--- src/rtl/cpu_ctrl_pkg.sv ---
// Shared encodings for the hard-wired control unit: FSM states, branch
// condition codes, ALU operation codes and instruction opcodes.
package cpu_ctrl_pkg;

    typedef enum logic [3:0] {
        ST_RST  = 4'd0,
        ST_IDLE = 4'd1,
        ST_T0   = 4'd2,
        ST_T1   = 4'd3,
        ST_T2   = 4'd4,
        ST_T3   = 4'd5,
        ST_T4   = 4'd6,
        ST_T5   = 4'd7,
        ST_T6   = 4'd8
    } state_e;

    // C2 field of a branch instruction
    localparam logic [1:0] COND_ZR = 2'b00;
    localparam logic [1:0] COND_NZ = 2'b01;
    localparam logic [1:0] COND_PL = 2'b10;
    localparam logic [1:0] COND_MI = 2'b11;

    localparam logic [4:0] ALU_NOP = 5'b00000;
    localparam logic [4:0] ALU_ADD = 5'b00011;

    localparam logic [4:0] OP_BRANCH = 5'b10010;

endpackage : cpu_ctrl_pkg

--- src/rtl/con_ff_eval.sv ---
// Branch-condition decode and the CON flip-flop. The flop captures the
// decoded condition of the Ra value on the bus whenever CON_in is high.
module con_ff_eval
    import cpu_ctrl_pkg::*;
#(
    parameter int DATA_WIDTH = 32
) (
    input  logic                  Clock,
    input  logic                  Reset,
    input  logic                  CON_in,
    input  logic [1:0]            c2,
    input  logic [DATA_WIDTH-1:0] bus_in,
    output logic                  con
);

    logic con_q;
    logic con_d;
    logic cond_hit;
    logic bus_zero;
    logic bus_neg;

    assign bus_zero = (bus_in == '0);
    assign bus_neg  = bus_in[DATA_WIDTH-1];

    // NOTE: every combinational output gets a default first so no path
    // through the block leaves it unassigned (which would infer a latch).
    always_comb begin
        cond_hit = 1'b0;
        case (c2)
            COND_ZR: cond_hit = bus_zero;
            COND_NZ: cond_hit = !bus_zero;
            COND_PL: cond_hit = !bus_neg && !bus_zero;
            COND_MI: cond_hit = bus_neg;
            default: cond_hit = 1'b0;
        endcase
    end

    always_comb begin
        con_d = con_q;
        if (CON_in) begin
            con_d = cond_hit;
        end
    end

    // NOTE: sequential state is updated with non-blocking assignments only,
    // so every flop samples values from before the edge.
    always_ff @(posedge Clock or posedge Reset) begin
        if (Reset) begin
            con_q <= 1'b0;
        end else begin
            con_q <= con_d;
        end
    end

    assign con = con_q;

endmodule : con_ff_eval

--- src/rtl/branch_step_sequencer.sv ---
// Hard-wired control-step sequencer for the branch class (brzr/brnz/brpl/brmi):
// fetch in T0-T2, branch steps in T3-T6, with memory wait and illegal-op trap.
module branch_step_sequencer
    import cpu_ctrl_pkg::*;
#(
    parameter int                  DATA_WIDTH     = 32,
    parameter int                  OPCODE_W       = 5,
    parameter logic [OPCODE_W-1:0] BR_OPCODE      = OP_BRANCH,
    parameter int                  C2_LSB         = 19,
    parameter logic [4:0]          ADD_OP         = ALU_ADD,
    parameter bit                  FAST_NOT_TAKEN = 1'b1
) (
    input  logic                  Clock,
    input  logic                  Reset,
    input  logic                  run,
    input  logic                  mem_ready,
    input  logic [DATA_WIDTH-1:0] ir_in,
    input  logic [DATA_WIDTH-1:0] bus_in,
    output logic                  PCout,
    output logic                  MARin,
    output logic                  IncPC,
    output logic                  Zin,
    output logic                  Zlowout,
    output logic                  PCin,
    output logic                  Read,
    output logic                  MDRin,
    output logic                  MDRout,
    output logic                  IRin,
    output logic                  Gra,
    output logic                  Rout,
    output logic                  CON_in,
    output logic                  Yin,
    output logic                  Cout,
    output logic [4:0]            alu_op,
    output logic                  con,
    output logic                  busy,
    output logic                  done,
    output logic                  illegal_op
);

    state_e state_q;
    state_e state_d;
    logic   is_branch;
    logic   unused_ir;

    assign is_branch = (ir_in[DATA_WIDTH-1 -: OPCODE_W] == BR_OPCODE);
    assign unused_ir = ^ir_in;

    con_ff_eval #(
        .DATA_WIDTH(DATA_WIDTH)
    ) u_con_ff_eval (
        .Clock (Clock),
        .Reset (Reset),
        .CON_in(CON_in),
        .c2    (ir_in[C2_LSB+1:C2_LSB]),
        .bus_in(bus_in),
        .con   (con)
    );

    always_ff @(posedge Clock or posedge Reset) begin
        if (Reset) begin
            state_q <= ST_RST;
        end else begin
            state_q <= state_d;
        end
    end

    always_comb begin
        state_d    = state_q;
        PCout      = 1'b0;
        MARin      = 1'b0;
        IncPC      = 1'b0;
        Zin        = 1'b0;
        Zlowout    = 1'b0;
        PCin       = 1'b0;
        Read       = 1'b0;
        MDRin      = 1'b0;
        MDRout     = 1'b0;
        IRin       = 1'b0;
        Gra        = 1'b0;
        Rout       = 1'b0;
        CON_in     = 1'b0;
        Yin        = 1'b0;
        Cout       = 1'b0;
        alu_op     = ALU_NOP;
        done       = 1'b0;
        illegal_op = 1'b0;
        busy       = (state_q != ST_RST) && (state_q != ST_IDLE);

        case (state_q)
            ST_RST: begin
                state_d = ST_IDLE;
            end
            ST_IDLE: begin
                if (run) begin
                    state_d = ST_T0;
                end
            end
            ST_T0: begin
                PCout   = 1'b1;
                MARin   = 1'b1;
                IncPC   = 1'b1;
                Zin     = 1'b1;
                state_d = ST_T1;
            end
            ST_T1: begin
                // Reloading PC from an unchanged Z while waiting is harmless.
                Zlowout = 1'b1;
                PCin    = 1'b1;
                Read    = 1'b1;
                MDRin   = 1'b1;
                if (mem_ready) begin
                    state_d = ST_T2;
                end
            end
            ST_T2: begin
                MDRout  = 1'b1;
                IRin    = 1'b1;
                state_d = ST_T3;
            end
            ST_T3: begin
                if (!is_branch) begin
                    illegal_op = 1'b1;
                    state_d    = run ? ST_T0 : ST_IDLE;
                end else begin
                    Gra     = 1'b1;
                    Rout    = 1'b1;
                    CON_in  = 1'b1;
                    state_d = ST_T4;
                end
            end
            ST_T4: begin
                if (FAST_NOT_TAKEN && !con) begin
                    done    = 1'b1;
                    state_d = run ? ST_T0 : ST_IDLE;
                end else begin
                    PCout   = 1'b1;
                    Yin     = 1'b1;
                    state_d = ST_T5;
                end
            end
            ST_T5: begin
                Cout    = 1'b1;
                Zin     = 1'b1;
                alu_op  = ADD_OP;
                state_d = ST_T6;
            end
            ST_T6: begin
                Zlowout = con;
                PCin    = con;
                done    = 1'b1;
                state_d = run ? ST_T0 : ST_IDLE;
            end
            default: begin
                state_d = ST_RST;
            end
        endcase
    end

endmodule : branch_step_sequencer

--- config.mk ---
export PLATFORM = sky130hd
export DESIGN_NAME = branch_step_sequencer
export DESIGN_NICKNAME = d
export VERILOG_FILES = /design/src/rtl/cpu_ctrl_pkg.sv /design/src/rtl/con_ff_eval.sv /design/src/rtl/branch_step_sequencer.sv
export SDC_FILE = /design/constraint.sdc
export NUM_CORES = 1
export LEC_CHECK = 0
export ABC_CLOCK_PERIOD_IN_PS = 1700
export CORE_MARGIN = 2
export CORE_UTILIZATION = 24
export DETAILED_ROUTE_END_ITERATION = 8
export PLACE_DENSITY = 0.82
export SYNTH_ARGS = -nofsm -noshare
export SYNTH_HDL_FRONTEND = slang
export SYNTH_SLANG_ARGS = --single-unit
--- constraint.sdc ---
create_clock -name Clock -period 1.7 [get_ports Clock]
set_input_delay 0.34 -clock Clock [delete_from_list [all_inputs] [get_ports Clock]]
set_output_delay 0.34 -clock Clock [all_outputs]
set_load 0.02 [all_outputs]
Word-level counts from Yosys, hierarchy flattened

Index checks and enable logic that the tools add are counted.

Input port bits: 68
Word-level logic and storage cells: 50
Register bits after elaboration: 5

Eq/ne operators: 15
Multiplexer cells: 23
Reductions and logical operators: 10

Operators by type and width:

| cell               | count |
|---|---|
| $pmux 4 s9         | 1 |
| $logic_not 32->1   | 1 |
| $eq 4x3->1 const B | 4 |
| $mux 1             | 12 |
| $eq 4x2->1 const B | 2 |
| $mux 4             | 2 |
| $mux 3             | 2 |
| $pmux 1 s2         | 3 |
| $eq 5x5->1 const B | 1 |
| $eq 2x2->1 const B | 2 |
| $eq 4x1->1 const B | 1 |
| $eq 4x4->1 const B | 1 |
| $logic_not 4->1    | 1 |
| $mux 2             | 2 |
| $ne 2x2->1 const B | 2 |
| $ne 4x1->1 const B | 1 |
| $pmux 1 s4         | 1 |
| $reduce_bool 4->1  | 1 |
| $eq 2x1->1 const B | 1 |
| $logic_and 1x1->1  | 2 |
| $logic_not 1->1    | 2 |
| $logic_not 2->1    | 1 |
| $reduce_and 2->1   | 1 |
| $reduce_or 2->1    | 1 |

Depth between registers and ports, before layout

Depth after elaboration: 4
Mapped depth: 5

By module

Synthesis repeated with hierarchy kept, for this count alone.

Cells, all modules: 92
Area, all modules: 710.7 um^2

By module, submodules not included:

| module                | instances | cells an instance | area an instance (um^2) |
|---|---|---|---|
| branch_step_sequencer | 1         | 73                | 555.5 |
| con_ff_eval           | 1         | 19                | 155.1 |

Worst setup path after synthesis

No wires, ideal clock.

Path type: register to output
Start point: reg state_q[3]
End point: out PCout
Required time: 1.360 ns
Cell stages (with the launch flop): 5
Setup slack: -0.269 ns
Buffers on the path: 1
Data arrival time: 1.629 ns
Cell sequence: dfrtp_1 buf_2 nor2b_1 nor3b_1 or2_2

Longest elaborated chain between the ends: 2
Elaborated cells between the ends (all ways): 3
Classes of those cells: eq/ne (2); mux (1)

RTL lines:

| element                                  | RTL line                    | source |
|---|---|---|
| start, declared                          | branch_step_sequencer.sv:41 | `state_e state_q;` |
| start signal, assigned                   | branch_step_sequencer.sv:64 | `state_q <= state_d;` |
| $eq 4x3->1 or $eq 4x2->1 (tied branches) | branch_step_sequencer.sv:90 | `case (state_q)` |
| $pmux 1 s2 (*)                           | branch_step_sequencer.sv:90 |  |
| end, declared                            | branch_step_sequencer.sv:19 | `output logic PCout,` |

Mark *: on every way between the ends. The rest lies on a longest branch, timed or not.

Worst setup path in the final report

Start point: reg state_q[0]
End point: out Zin

Longest elaborated chain between the ends: 3
Elaborated cells between the ends (all ways): 4
Classes of those cells: eq/ne (2); mux (1); reduce/logical (1)

RTL lines:

| element                                  | RTL line                    | source |
|---|---|---|
| $eq 4x3->1 or $eq 4x2->1 (tied branches) | branch_step_sequencer.sv:90 |  |
| $reduce_or 2->1 (no line) (*)            | n/a                         |  |
| $mux 1 (*)                               | branch_step_sequencer.sv:90 |  |
| end, declared                            | branch_step_sequencer.sv:22 | `output logic Zin,` |

Marked as above.

==> results.tsv <==
metric	value	unit
worst setup path endpoint	Zin	
row count	19	
Crit Reg-Reg Startpoint	state_q[1]	
Synth Warn #	0	
Final Core Density	55.2	%
most frequent cells in the layout	clkdlybuf4s50_1, buf_4, buf_6	
Top delay family on crit path	flip-flops	
first-pass GRT wire length	4150	µm
unrepaired setup endpoints after global routing	true	
n_diodes	0	
Sw Share	43.6	%
TritonCTS buffer count	3	
deepest clock path buffer count	2	
max-capacitance violation count	0	
WS Path Type	reg2out	
vias in the first global route	1005	
First-pass DRT Iterations	4	
FF+latch area	126	µm²
CP Max Fanout	5	
clk slew on worst S/H paths	0.04	ns
routed wire length	2560	µm
VDD IR max	0.650	mV
multi-input logic area	518	µm²
P&R area growth vs syn	123	%
# port buffers	63	
Worst Reg-to-Reg Cells	4	
Sum Neg Setup Slack	-0.208	ns
cell area power density	1250	mW/mm²
Synth Instances	86	
Nets	233	
initial core utilization	24.8	%
sequential share of power	12.5	%
final setup margin	-0.0454	ns
Tmin final	1.75	ns
crit start category	register	
CTS Hold Buffers Added	0	
Clk pwr share	7.1	%
total congestion overflow	0	
Netlist cell types	39	
Int Pwr	1.06	mW
clk_lat worst skew	0.23	ns
post-route clock skew	0.000778	ns
outcome	finished with violations	
RePlAce Congestion	0.816	
# DRC	0	
Fillers	234	
delay of the slowest critical-path stage	0.46	ns
Comb power frac	80.4	%
DR iter-0 viols	22	
Slew Viols, Final	0	
Async SR Flop Fraction	100	%
die height	56.9	µm
FMAX	573	MHz
Sw Pwr	816	µW
CP arrival	1.41	ns
routed len/inst	13.1	µm
Final Power	1.87	mW
cells traversed along the worst timing path	buf_4 > nand2_4 > nor2_2 > or2_2 > buf_6	
CTS tree	yes	
Levels on crit path	5	
initial antenna violation count	0	
Worst R2R Setup Slack	0.24	ns
DIE AREA	0.00324	mm²
endpoints failing setup	5	
Tcrit/Tclk final	103	%
CTS H-tree depth	1	
Root Driver	clkbuf_4	
Vias	969	
CP bufs+invs	2	
layout cells sized above 1	40.2	%
total core area	0.00271	mm²
Main synth FF type	dfrtp_1	
IO Pins	92	
clock sink count	5	
beginning of the critical path	state_q[0]	
RR Endpoint	state_q[0]	
commonest non-fill, non-tap cell in the layout	clkdlybuf4s50_1	
post-synthesis sequential area ratio	18.6	%
Avg Vias per Cell	4.97	
Antenna Nets Post-Route	0	
Die Width	56.9	µm
failing checks	setup timing	
Post-synth EDFFs	0	
slowest CP cell	dfrtp_2	
Final HPWL DP	2140	µm
Mean Syn Cell Area	7.81	µm²
Seq cells post-synth	5	
final hold vios	0	
largest net degree at the start of global routing	11	
HP Class	in2async	
mapped cell area	672	µm²
Lkg Pwr	0.665	nW
Total Routing Usage GR	15.9	%
Worst EP required	1.36	ns
crit end category	output pin	
## cells in the mapped netlist (2+ instances only)
library cell  count  share of area (%)
nand2b_1          4                3.7
nand2_1           3                1.7
nor2b_1           2                1.9
buf_2             4                3.0
nor4_1            8                7.4
nor3_1            4                3.0
a21o_1            2                2.2
buf_4            11                 12
dfrtp_1           5                 19
or3_1             2                1.9
or2_2             2                1.9
inv_1             3                1.7
nand4_1           3                2.8
nor2_1            8                4.5
## per-layer routing
| metal | GRT usage, % | part of all wire [%] | vias up |
|---|---|---|---|
| li1 | - | - | 465 |
| met1 | 17.1 | 35 | 430 |
| met2 | 30.0 | 53 | 64 |
| met3 | 3.46 | 10 | 10 |
| met4 | 5.65 | 2.2 | 0 |
| met5 | 0 | 0 | - |
## how the worst min path moves through the flow
stage,from,to,slack [ns],cells past startpoint
CTS,Reset,state_q[1],0.30,2
global route,Reset,state_q[1],0.32,2
floorplan,Reset,state_q[0],0.12,1
detailed placement,Reset,u_con_ff_eval.con,0.55,2
global placement,Reset,state_q[3],0.55,2
finish,Reset,state_q[1],0.30,2
## power groups by stage
stage	sequential, mW	clock (mW)	combinational, mW
floorplan	0.202	0	0.718
global placement	0.202	0	1.31
detailed placement	0.206	0	1.34
CTS	0.232	0.138	1.38
global route	0.243	0.143	1.61
finish	0.235	0.132	1.50
## cell families after synthesis
group / after synthesis / share of synthesized area (%)
buf+inv: 18 / 16.9
compound gates: 17 / 19.9
flops: 5 / 18.6
mux: 1 / 1.68
other cells: 1 / 0.558
xor+xnor: 1 / 1.30
simple gates: 43 / 41.0
## registers in the layout, summed over array words and instances (netlist names)
register	flops
u_con_ff_eval.con	1
state_q	4
## stage by stage
step           setup slack (ns)  hold WS, ns  cells  cell area (µm²)
6_report                -0.0454        0.300    195             1500
5_1_grt                  -0.111        0.320    195             1500
4_1_cts                 -0.0656        0.297    193             1450
3_5_place_dp             -0.704        0.551    188             1410
3_3_place_gp             -0.698        0.548    188             1410
2_1_floorplan           -0.0434        0.119     88              684
## repair_timing
action | in CTS | in global routing
setup endpoints to repair | 21 | 17
endpoints found under the hold margin | 0 | 0
pin swaps | 4 | 5
gates resized for setup | 105 | 25
buffers inserted | 1 | 3
## layout make-up
type | count | area share (%)
clock buffers | 4 | 1.76
inverters | 3 | 0.753
multi-input cells | 65 | 34.6
flip-flops and latches | 5 | 8.44
well taps | 31 | 2.59
repair buffers | 87 | 51.8
No activity file was read; power rests on OpenSTA's default activity.
